<file path="src/rtl/mdu_iter.sv">
// Iterative multiply/divide unit with architectural HI/LO registers.
// mult/multu use shift-add, div/divu use restoring shift-subtract; both
// iterate one bit per cycle, followed by a single sign-fix cycle.
// mthi/mtlo complete in one cycle without leaving IDLE.
module mdu_iter #(
    parameter int unsigned WIDTH = 32,
    parameter int unsigned CNT_W = 6
) (
    input  logic             clk,
    input  logic             rst,
    input  logic             start,
    input  logic [2:0]       op,
    input  logic [WIDTH-1:0] DataA,
    input  logic [WIDTH-1:0] DataB,
    output logic             busy,
    output logic             done,
    output logic [WIDTH-1:0] hi,
    output logic [WIDTH-1:0] lo,
    output logic             div_zero
);

    localparam int unsigned AW = 2 * WIDTH;

    localparam logic [2:0] OP_DIVU = 3'b011;
    localparam logic [2:0] OP_MTHI = 3'b100;
    localparam logic [2:0] OP_MTLO = 3'b101;

    typedef enum logic [1:0] {
        S_IDLE = 2'd0,
        S_RUN  = 2'd1,
        S_FIX  = 2'd2
    } state_t;

    state_t            state;
    state_t            state_next;

    logic [CNT_W-1:0]  counter;
    logic [AW-1:0]     acc;
    logic [WIDTH-1:0]  b_mag;
    logic [WIDTH-1:0]  a_raw;
    logic              is_div_q;
    logic              a_neg_q;
    logic              b_neg_q;

    logic              accept_arith;
    logic              accept_move;
    logic              last_iter;

    logic              a_neg_c;
    logic              b_neg_c;
    logic [WIDTH-1:0]  a_mag_c;
    logic [WIDTH-1:0]  b_mag_c;

    logic [WIDTH:0]    mul_sum;
    logic [WIDTH:0]    div_shift;
    logic              div_ge;
    logic [WIDTH-1:0]  div_diff;
    logic [AW-1:0]     acc_step;

    logic [AW-1:0]     prod_fix;
    logic [WIDTH-1:0]  quo_fix;
    logic [WIDTH-1:0]  rem_fix;
    logic [WIDTH-1:0]  hi_fix;
    logic [WIDTH-1:0]  lo_fix;
    logic              div_by_zero;

    // State register
    always_ff @(posedge clk) begin
        if (rst) begin
            state <= S_IDLE;
        end else begin
            state <= state_next;
        end
    end

    // Next-state decode and accept strobes
    always_comb begin
        state_next   = state;
        accept_arith = 1'b0;
        accept_move  = 1'b0;
        last_iter    = (counter == CNT_W'(WIDTH - 1));
        case (state)
            S_IDLE: begin
                if (start) begin
                    if (op <= OP_DIVU) begin
                        accept_arith = 1'b1;
                        state_next   = S_RUN;
                    end else if ((op == OP_MTHI) || (op == OP_MTLO)) begin
                        accept_move = 1'b1;
                    end
                end
            end
            S_RUN: begin
                if (last_iter) begin
                    state_next = S_FIX;
                end
            end
            S_FIX: begin
                state_next = S_IDLE;
            end
            default: begin
                state_next = S_IDLE;
            end
        endcase
    end

    // Operand magnitudes, one iteration step, and final sign correction
    always_comb begin
        a_neg_c = ~op[0] & DataA[WIDTH-1];
        b_neg_c = ~op[0] & DataB[WIDTH-1];
        a_mag_c = a_neg_c ? (~DataA + WIDTH'(1)) : DataA;
        b_mag_c = b_neg_c ? (~DataB + WIDTH'(1)) : DataB;

        // Shift-add: conditionally add multiplicand to upper half, then shift right.
        mul_sum = {1'b0, acc[AW-1:WIDTH]} + {1'b0, (acc[0] ? b_mag : '0)};

        // Restoring divide: shift remainder left, subtract divisor if it fits.
        div_shift = {acc[AW-1:WIDTH], acc[WIDTH-1]};
        div_ge    = (div_shift >= {1'b0, b_mag});
        div_diff  = div_shift[WIDTH-1:0] - b_mag;

        if (is_div_q) begin
            acc_step = {(div_ge ? div_diff : div_shift[WIDTH-1:0]),
                        acc[WIDTH-2:0], div_ge};
        end else begin
            acc_step = {mul_sum, acc[WIDTH-1:1]};
        end

        prod_fix    = (a_neg_q ^ b_neg_q) ? (~acc + AW'(1)) : acc;
        quo_fix     = (a_neg_q ^ b_neg_q) ? (~acc[WIDTH-1:0] + WIDTH'(1)) : acc[WIDTH-1:0];
        rem_fix     = a_neg_q ? (~acc[AW-1:WIDTH] + WIDTH'(1)) : acc[AW-1:WIDTH];
        div_by_zero = (b_mag == '0);

        if (!is_div_q) begin
            hi_fix = prod_fix[AW-1:WIDTH];
            lo_fix = prod_fix[WIDTH-1:0];
        end else if (div_by_zero) begin
            hi_fix = a_raw;
            lo_fix = '1;
        end else begin
            hi_fix = rem_fix;
            lo_fix = quo_fix;
        end
    end

    // Datapath and registered outputs
    always_ff @(posedge clk) begin
        if (rst) begin
            busy     <= 1'b0;
            done     <= 1'b0;
            hi       <= '0;
            lo       <= '0;
            div_zero <= 1'b0;
            counter  <= '0;
            acc      <= '0;
            b_mag    <= '0;
            a_raw    <= '0;
            is_div_q <= 1'b0;
            a_neg_q  <= 1'b0;
            b_neg_q  <= 1'b0;
        end else begin
            done <= 1'b0;
            case (state)
                S_IDLE: begin
                    if (accept_move) begin
                        if (op == OP_MTHI) begin
                            hi <= DataA;
                        end else begin
                            lo <= DataA;
                        end
                        done     <= 1'b1;
                        div_zero <= 1'b0;
                    end else if (accept_arith) begin
                        busy     <= 1'b1;
                        div_zero <= 1'b0;
                        counter  <= '0;
                        acc      <= {{WIDTH{1'b0}}, a_mag_c};
                        b_mag    <= b_mag_c;
                        a_raw    <= DataA;
                        is_div_q <= op[1];
                        a_neg_q  <= a_neg_c;
                        b_neg_q  <= b_neg_c;
                    end
                end
                S_RUN: begin
                    acc     <= acc_step;
                    counter <= counter + CNT_W'(1);
                end
                S_FIX: begin
                    hi      <= hi_fix;
                    lo      <= lo_fix;
                    busy    <= 1'b0;
                    done    <= 1'b1;
                    counter <= '0;
                    if (is_div_q && div_by_zero) begin
                        div_zero <= 1'b1;
                    end
                end
                default: begin
                    busy <= 1'b0;
                end
            endcase
        end
    end

endmodule

</file>
<file path="config.mk">
export PLATFORM = sky130hd
export DESIGN_NAME = mdu_iter
export DESIGN_NICKNAME = d
export VERILOG_FILES = /design/src/rtl/mdu_iter.sv
export SDC_FILE = /design/constraint.sdc
export NUM_CORES = 1
export LEC_CHECK = 0
export ABC_AREA = 1
export CORE_MARGIN = 3
export CORE_UTILIZATION = 30
export CTS_CLUSTER_DIAMETER = 30
export DETAILED_ROUTE_END_ITERATION = 10
export GPL_TIMING_DRIVEN = 0
export MAX_ROUTING_LAYER = met4
export SLEW_MARGIN = 30
export SYNTH_ARGS = -nofsm -noshare
export SYNTH_HDL_FRONTEND = slang
export SYNTH_SLANG_ARGS = --single-unit
export TNS_END_PERCENT = 5
</file>
<file path="constraint.sdc">
create_clock -name clk -period 3 [get_ports clk]
set_input_delay 0.3 -clock clk [delete_from_list [all_inputs] [get_ports clk]]
set_output_delay 0.3 -clock clk [all_outputs]
set_load 0.005 [all_outputs]
</file>
==> flow_summary.ini <==
[critical_path]
worstSetupStartpointType = register
critPathKind = register to register
cpPeakStageDelay_ns = 0.76
worstPathRequired_ns = 3.46
r2r_cells = 14
reg2reg_to = acc[51]$_SDFFE_PP0P_
cp-startpoint = acc[42]$_SDFFE_PP0P_
crit_end = acc[51]$_SDFFE_PP0P_
cp_cell_sequence = ha_1 > nand2_2 > inv_1 > a21oi_2 > nor2_1 > nor2_1 > nand2_2 > nand2_4 > nand2_4 > buf_6 > nand3_1 > nand3_1 > nand2_1 > a21oi_1
worstReg2RegStart = acc[42]$_SDFFE_PP0P_
slowest_stage = dfxtp_1
worst_ep_arrival_time_ns = 3.45
crit_fanout = 10
crit_path_end_kind = register
reg2reg_slack_ns = 0.01

[power]
powerDensity_nw_per_um2 = 530
p_leak_nw = 11.1
fin_total_pwr_w = 0.0124
vdd_drop_max_v = 0.000474

[synthesis]
synth_nets = 3536
synth-warning-count = 0
synth-seq-area-share_pct = 21.6
netlist-cell-type-count = 50
syn-instance-count = 3395
avgSynthCellArea_um2 = 5.61
netlist_area_um2 = 19100
yosysTopAreaCell = dfxtp_1
synthTopCellsByArea = dfxtp_1 (22%), nand2_1 (19%), inv_1 (9.0%)
synth_top_area_share_pct = 21.6
yosys_register_bits = 206

[timing]
rsz0062_at_grt = true
finalCritPeriodShare_pct = 99.6
holdWs_ns = 0.330
skew_ns = 0.0228
fmaxAchievable_mhz = 335
slew_headroom_pct = 31.8
setup_violations = 0
min_period_ns = 2.99
hold_viol_final = 0
slew_violations = 0
tightest_slew_ns = 1.02

[global_route]
grt_start_max_net_pins = 15
grt_pass1_wl_um = 144000
gr-total-overflow = 0
grt_usage_pct = 29.9
grt_antenna_before_repair = 1
first_global_vias = 21800

[die]
fp.dieH_um = 258
core-area_um2 = 62300
rows = 91
initial_core_util_pct = 30.6
die_area_um2 = 66600
die_w_um = 258
ios = 137

[detailed_routing]
drc = 0
vias_per_cell = 5.42
num_vias = 24200
routed_wl_um = 100000
drt.antenna.violating_nets = 0
drt-initial-drc-count = 3425
dr.pass1.iters = 6
drt-wirelength-per-cell_um = 22.4

[placed_design]
dp_cells = 4368
place_congestion = 1.07
port_buffers = 136
placed_area_um2 = 21500
hpwl_um = 81900

[hold_path]
hold_class = primary input to register

[final_layout]
num-fill-cells = 7032
instances_no_fill = 4465
multi_input_area_um2 = 12600
fin_nets = 3725
drive_above_1_share_pct = 5.93
regArea_um2 = 4140
utilization_pct = 37.6
syn_to_final_growth_pct = 22.9
stdcell_area_um2 = 23400

[clocking]
cts_max_path_buffers = 3
ctsHoldBuffers = 0
cts_max_level = 2
clk_pin_slew_ns = 0.05
root_buffer = clkbuf_16
post_cts_buffers = 0
cts_tree = done
cts_made_buffers = 51
cts.sinks = 206
clock_latency_ns = 0.59

[status]
outcome = complete, no violations

[run]
drv_cap = 0
worst max-delay path: cells and delay by family, from the launching register on:
family	cells	cell delay (ns)
buf+inv	2	0.24
compound gates	2	0.28
flops	1	0.76
fa+ha+maj	1	0.41
simple gates	9	1.15
state kept, by name, indices dropped and copies added (netlist names):
| register | cells |
|---|---|
| acc | 64 |
| a_raw | 32 |
| b_mag | 32 |
| hi | 32 |
| lo | 32 |
| counter | 6 |
| state | 2 |
| a_neg_q | 1 |
| b_neg_q | 1 |
| busy | 1 |
| div_zero | 1 |
| done | 1 |
| is_div_q | 1 |
synthesized netlist by cell type (all sizes together):
cell type    n
nor4        11
a31oi       20
nor3        33
nand2b       1
nand4       50
clkbuf      85
a21oi      309
a21o         5
dfxtp      206
o22ai        3
xnor2        9
nor2       355
o21ai      290
xor2        60
a22oi        1
or2         16
o31ai        4
and2         2
buf         47
o211ai      20
fa           2
o21a         2
a21boi       3
nor3b        1
ha          69
o221ai       8
nand2      976
clkinv       2
o21bai       9
nand3b      17
a221oi       1
nand3      316
inv        462
cells by family after synthesis:
kind of cell | Yosys count | synth area share (%)
adder cells (fa/ha/maj) | 71 | 4.74
XOR/XNOR | 69 | 3.17
AND/OR/NAND/NOR | 1778 | 39.6
buffers and inverters | 596 | 12.1
flip-flops | 206 | 21.6
AO/OA/AOI/OAI | 675 | 18.7
stage by stage:
stage | setup TNS [ns] | worst slack, ns
after floorplan | 0 | 0.590
after global placement | -2.64 | -0.376
after detailed placement | -2.54 | -0.363
after CTS | 0 | 0.0475
after global routing | -0.0745 | -0.0619
final | 0 | 0.0123
cell type report:
cell class	instances	share of cell area, %
Multi-Input combinational cell	2593	54.0
Buffer	132	2.54
Inverter	464	7.44
Timing Repair Buffer	136	5.82
Clock inverter	40	2.50
Clock buffer	56	5.57
Antenna cell	1	0.0107
Sequential cell	206	17.7
Tap cell	837	4.47
cell usage in the layout, fill, tap and decap left out, types with 10 or more instances in the layout:
cell type / Yosys / layout
inv_1: 456 / 456
nor2_2: 19 / 20
or2_2: 14 / 14
o21ai_0: 277 / 276
bufinv_16: 0 / 11
nand3_1: 314 / 313
clkinvlp_4: 0 / 10
o21ai_1: 10 / 11
nor3_1: 30 / 30
nor2_1: 332 / 331
a21oi_1: 308 / 307
clkbuf_1: 84 / 85
clkdlybuf4s50_1: 0 / 136
nand2_1: 966 / 965
xor2_1: 60 / 60
dfxtp_2: 0 / 12
buf_2: 27 / 26
o211ai_1: 20 / 20
a31oi_1: 20 / 20
clkbuf_16: 0 / 51
nand4_1: 50 / 50
ha_1: 69 / 69
dfxtp_1: 206 / 194
nand3b_1: 17 / 17
metal layers:
metal	track usage, %	vias up	part of all wire, %
li1	-	11400	-
met3	7.33	238	12
met5	-	-	0
met4	11.6	0	4.6
met2	41.5	1436	40
met1	41.3	11100	44
worst min path at each step:
stage | endpoint | startpoint | slack [ns] | cells past startpoint
after floorplan | a_raw[10]$_SDFFE_PP0P_ | a_raw[10]$_SDFFE_PP0P_ | 0.42 | 2
after global placement | a_raw[5]$_SDFFE_PP0P_ | a_raw[5]$_SDFFE_PP0P_ | 0.43 | 2
after detailed placement | a_raw[5]$_SDFFE_PP0P_ | a_raw[5]$_SDFFE_PP0P_ | 0.44 | 2
after CTS | b_mag[0]$_SDFFE_PP0P_ | DataB[0] | 0.32 | 3
after global routing | b_mag[0]$_SDFFE_PP0P_ | DataB[0] | 0.35 | 3
final | b_mag[0]$_SDFFE_PP0P_ | DataB[0] | 0.33 | 3
timing repair:
| action | CTS | global route |
|---|---|---|
| setup endpoints to repair | 14 | 25 |
| endpoints found under the hold margin | 0 | 0 |
| gates resized for setup | 5 | 22 |
where the power goes:
part / internal (W) / total (W) / switching [W]
registers: 0.00290 / 0.00312 / 0.000216
logic: 0.000953 / 0.00324 / 0.00228
clock network: 0.00412 / 0.00606 / 0.00194
No activity file was read; power rests on OpenSTA's default activity.
